File: config.mk
export PLATFORM = sky130hd
export DESIGN_NAME = mul_arbiter
export DESIGN_NICKNAME = d
export VERILOG_FILES = /design/src/rtl/mul_arbiter.sv
export SDC_FILE = /design/constraint.sdc
export NUM_CORES = 1
export LEC_CHECK = 0
export CAP_MARGIN = 20
export CORE_ASPECT_RATIO = 2
export CORE_MARGIN = 2
export CORE_UTILIZATION = 40
export CTS_BUF_LIST = sky130_fd_sc_hd__clkbuf_8
export DETAILED_ROUTE_END_ITERATION = 6
export PLACE_DENSITY_LB_ADDON = 0.1
export SYNTH_ARGS = -nofsm -noshare
export SYNTH_HDL_FRONTEND = slang
export SYNTH_SLANG_ARGS = --single-unit
File: constraint.sdc
create_clock -name clk -period 5.6 [get_ports clk]
set_input_delay 1.68 -clock clk [delete_from_list [all_inputs] [get_ports clk]]
set_output_delay 1.68 -clock clk [all_outputs]
set_load 0.02 [all_outputs]
File: src/rtl/mul_arbiter.sv
// Two-requester round-robin arbiter in front of an iterative shift-add multiplier.
// One operation at a time: IDLE accepts, RUN spends WIDTH cycles, DONE publishes.
module mul_arbiter #(
  parameter int WIDTH = 8
) (
  input  logic                 clk,
  input  logic                 reset,
  input  logic                 req0,
  input  logic [WIDTH-1:0]     a0,
  input  logic [WIDTH-1:0]     b0,
  input  logic                 req1,
  input  logic [WIDTH-1:0]     a1,
  input  logic [WIDTH-1:0]     b1,
  output logic                 gnt0,
  output logic                 gnt1,
  output logic                 done0,
  output logic                 done1,
  output logic [2*WIDTH-1:0]   result,
  output logic                 busy,
  output logic                 owner
);

  localparam int CW = (WIDTH > 1) ? $clog2(WIDTH) : 1;
  localparam logic [CW-1:0] LAST = CW'(WIDTH - 1);

  typedef enum logic [1:0] {IDLE, RUN, DONE} state_t;

  state_t               state, state_next;
  logic                 grant;
  logic                 grant_id;
  logic                 prio;      // requester favoured when both ask
  logic [CW-1:0]        cnt;
  logic [2*WIDTH-1:0]   mcand;
  logic [2*WIDTH-1:0]   acc;
  logic [2*WIDTH-1:0]   acc_next;
  logic [WIDTH-1:0]     mplier;

  // NOTE: state and datapath registers use non-blocking assignments so every
  // flop samples pre-edge values regardless of statement order.
  always_ff @(posedge clk or posedge reset) begin
    if (reset) state <= IDLE;
    else       state <= state_next;
  end

  // NOTE: every output of this block gets a default first, so no path leaves
  // a signal unassigned and no latch is inferred.
  always_comb begin
    state_next = state;
    grant      = 1'b0;
    grant_id   = 1'b0;
    case (state)
      IDLE: begin
        if (req0 || req1) begin
          grant      = 1'b1;
          grant_id   = (req0 && req1) ? prio : req1;
          state_next = RUN;
        end
      end
      RUN:     if (cnt == LAST) state_next = DONE;
      DONE:    state_next = IDLE;
      default: state_next = IDLE;
    endcase
  end

  assign acc_next = acc + (mplier[0] ? mcand : '0);
  assign busy     = (state == RUN) || (state == DONE);

  always_ff @(posedge clk or posedge reset) begin
    if (reset) begin
      gnt0   <= 1'b0;
      gnt1   <= 1'b0;
      done0  <= 1'b0;
      done1  <= 1'b0;
      result <= '0;
      owner  <= 1'b0;
      prio   <= 1'b0;
      cnt    <= '0;
      acc    <= '0;
      mcand  <= '0;
      mplier <= '0;
    end else begin
      gnt0  <= grant && !grant_id;
      gnt1  <= grant &&  grant_id;
      // The done pulse trails the DONE state by one edge, mirroring how gnt
      // trails acceptance; this leaves one IDLE cycle between operations.
      done0 <= (state == DONE) && !owner;
      done1 <= (state == DONE) &&  owner;
      if (grant) begin
        owner  <= grant_id;
        prio   <= !grant_id;
        cnt    <= '0;
        acc    <= '0;
        mcand  <= {{WIDTH{1'b0}}, grant_id ? a1 : a0};
        mplier <= grant_id ? b1 : b0;
      end else if (state == RUN) begin
        acc    <= acc_next;
        mcand  <= mcand << 1;
        mplier <= mplier >> 1;
        cnt    <= cnt + CW'(1);
        if (cnt == LAST) result <= acc_next;
      end
    end
  end

endmodule

==> run metrics <==
outcome finished, final reports clean; Tot GR Track Use 0.192; CP top delay family buffers and inverters; vias per cell 5.52; clock tree root driver cell clkbuf_8; antenna violations before repair 0; fillcell total 917; CP Class flip-flop to output port; cell taking the most area after synthesis dfrtp_1; share of cells above drive strength 1 0.0833; Reg2Reg Depth 9; crit path buf inv count 2; Clock Skew 0.00707 ns; Post-DRT Antenna Nets 0; Clock transition at path regs 0.08 ns; hold path depth 2; crit end category output port; unrepaired setup endpoints after global routing false; Slew HR 0.500; Slew Limit Fails 0; H-tree levels 3; Die Ht 141 microns; row cnt 50; Hold Path Class flip-flop to flip-flop; total CTS buffers 9; largest net degree at the start of global routing 60; endpoints failing setup 0; FF+latch count, synth 67; sequential fraction of the synthesis area 0.446; Tcrit/Tclk final 0.605; power density over cell area 511 mW/mm^2; setup TNS 0 ns; Antenna diodes 0; CP arrival 1.71 ns; CTS tree done; DP Area 0.00443 sq mm; # DRC 0; final instance area 0.00460 sq mm; CP cell instances inv_1 -> ha_1 -> clkdlybuf4s50_1; gpl congestion 0.895; GRT overflow 0; hold slack final 0.478 ns; hold buffers post-CTS 0; Netlist Area Pre-Place 0.00376 sq mm; Starting DRT DRC Count 184; HPWL Detailed 6.51 mm; first-pass GRT wire length 15.1 mm; number of I/O pins 58; Max Cap Viol 0; # resized after CTS 0; Lkg Pwr 0.00212 uW; first-pass iteration count of the detailed router 4; Area Overhead vs Synth 22.4%; die area 0.0102 sq mm; vias in the first global route 3,007; core area 0.00926 sq mm; number of library cell types mapped by synthesis 52; fin crit period 3.39 ns; final WL 9.20 mm; async set-reset flop share out of synthesis 1.00; die span in x 72.5 microns; Post-Synthesis Cells 385; Final Power 2350 uW; CP max stage delay 0.60 ns; Starting Density 0.406; Mapped Avg Cell Area 9.76 sq um; CTS max path bufs 2; largest cells by area after synthesis dfrtp_1, ha_1, mux2i_1; postcts setup bufs 0; clk sinks 67; drt wl/cell 16.8 microns; fmax 295 MHz; Worst Path Max Fanout 3; Worst path slowest cell clkdlybuf4s50_1; Post-Syn Nets 443; Slew @ Worst Pin 0.750 ns; Post-synth EDFFs 0; Worst Setup Start Kind flip-flop; Data required, critical path 3.92 ns; Nets 497; I/O Buffers 57; Placed Instances 532; Layout Cells excl Fill 548; routed vias 3,023; area share of the largest cell type after synthesis 0.446; peak supply drop 287 uV; Final Hold Viols 0; clk_lat worst skew 0.34 ns; Yosys warnings 0; Critical Path Stages 3; Main synth FF type dfrtp_1
-- synthesized netlist by cell type, types with 2 or more instances --
master and number:
a211o_1 2, buf_1 4, nand3_1 7, inv_1 12, clkbuf_1 11, xnor2_1 6
buf_2 3, nor2b_1 9, and2_1 18, a22oi_1 2, a21oi_1 31, dfrtp_1 67
nor2_1 35, nand3b_1 3, a21oi_2 2, o211a_1 2, mux2_2 7, ha_1 21
a221oi_1 3, a211oi_1 9, a21o_1 5, a31oi_1 5, nor3_1 7, nor4b_1 2
a22o_1 2, a32oi_1 3, nand4_1 3, mux2i_1 25, xor2_1 5, o21a_1 3
o21ai_0 21, nand2_1 29, o21ai_1 2
-- layer usage --
layer | vias up | GRT usage | routed length [microns] | part of all wire
met5 | - | 0 | 0 | 0
met4 | 0 | 0.0945 | 332 | 0.036
met3 | 19 | 0.0400 | 250 | 0.027
met2 | 54 | 0.331 | 5000 | 0.54
met1 | 1470 | 0.218 | 3610 | 0.39
li1 | 1480 | - | - | -
-- metrics by stage --
step / util / worst slack (ns)
5_1_grt: 0.497 / 2.13
3_5_place_dp: 0.478 / 2.15
4_1_cts: 0.497 / 2.18
6_report: 0.497 / 2.21
2_1_floorplan: - / 2.24
3_3_place_gp: 0.478 / 2.21
-- state kept, by name (all words and copies together), names as in the netlist --
register	count
cnt	3
done0	1
prio	1
acc	16
gnt0	1
mplier	8
owner	1
mcand	16
state	2
gnt1	1
done1	1
result	16
-- final timing paths --
path | slack (ns) | endpoint | from
setup reg to reg | 2.80 | result[12]$_DFFE_PP0P_ | mplier[0]$_DFFE_PP0P_
max in group asynchronous | 2.94 | cnt[2]$_DFFE_PP0P_ | reset
hold reg to reg | 0.48 | result[14]$_DFFE_PP0P_ | result[14]$_DFFE_PP0P_
min in group asynchronous | 1.66 | result[10]$_DFFE_PP0P_ | reset
setup / recovery | 2.21 | busy | state[0]$_DFFE_PP0P_
hold / removal | 0.48 | result[14]$_DFFE_PP0P_ | result[14]$_DFFE_PP0P_
-- layout make-up --
| cell class | count | area, sq um | area share |
|---|---|---|---|
| sequential | 67 | 1680 | 0.365 |
| multi-input combinational | 286 | 1960 | 0.427 |
| timing repair buffer | 62 | 608 | 0.132 |
| inverter | 13 | 48.8 | 0.0106 |
| clock buffer | 10 | 138 | 0.0299 |
| tap | 104 | 130 | 0.0283 |
| clock inverter | 6 | 33.8 | 0.00735 |
-- cell families after synthesis --
kind of cell,Yosys count,synth area share
flops,67,0.446
mux,32,0.0876
fa+ha+maj,22,0.0753
buf+inv,32,0.0333
compound gates,101,0.175
xor+xnor,11,0.0256
simple gates,120,0.157
-- placed cells by master (no fill, tap or decap), types with 6 or more instances in the layout --
master            n
nor3_1            7
xnor2_1           6
dfrtp_1          67
clkbuf_8         10
clkdlybuf4s50_1  57
mux2i_1          25
a211oi_1          9
nor2b_1           8
inv_1            13
ha_1             20
a21oi_1          30
nor2_1           35
nand3_1           7
nand2_1          29
mux2_2            7
and2_1           18
o21ai_0          21
-- worst reg2reg max path: stages, from the launching register on --
cell	delay (ns)
dfrtp_1	0.55
and2_1	0.23
ha_1	0.24
fa_1	0.43
a21o_1	0.22
a31oi_1	0.18
o21a_2	0.26
o31ai_2	0.11
xor2_1	0.19
mux2_2	0.28
-- where the power goes --
group	switching [uW]	leakage [uW]	internal [uW]
Clock	189	0.0000946	169
Combinational	683	0.00115	522
Sequential	119	0.000873	668
Total	991	0.00212	1360
No activity file was read; power rests on OpenSTA's default activity.
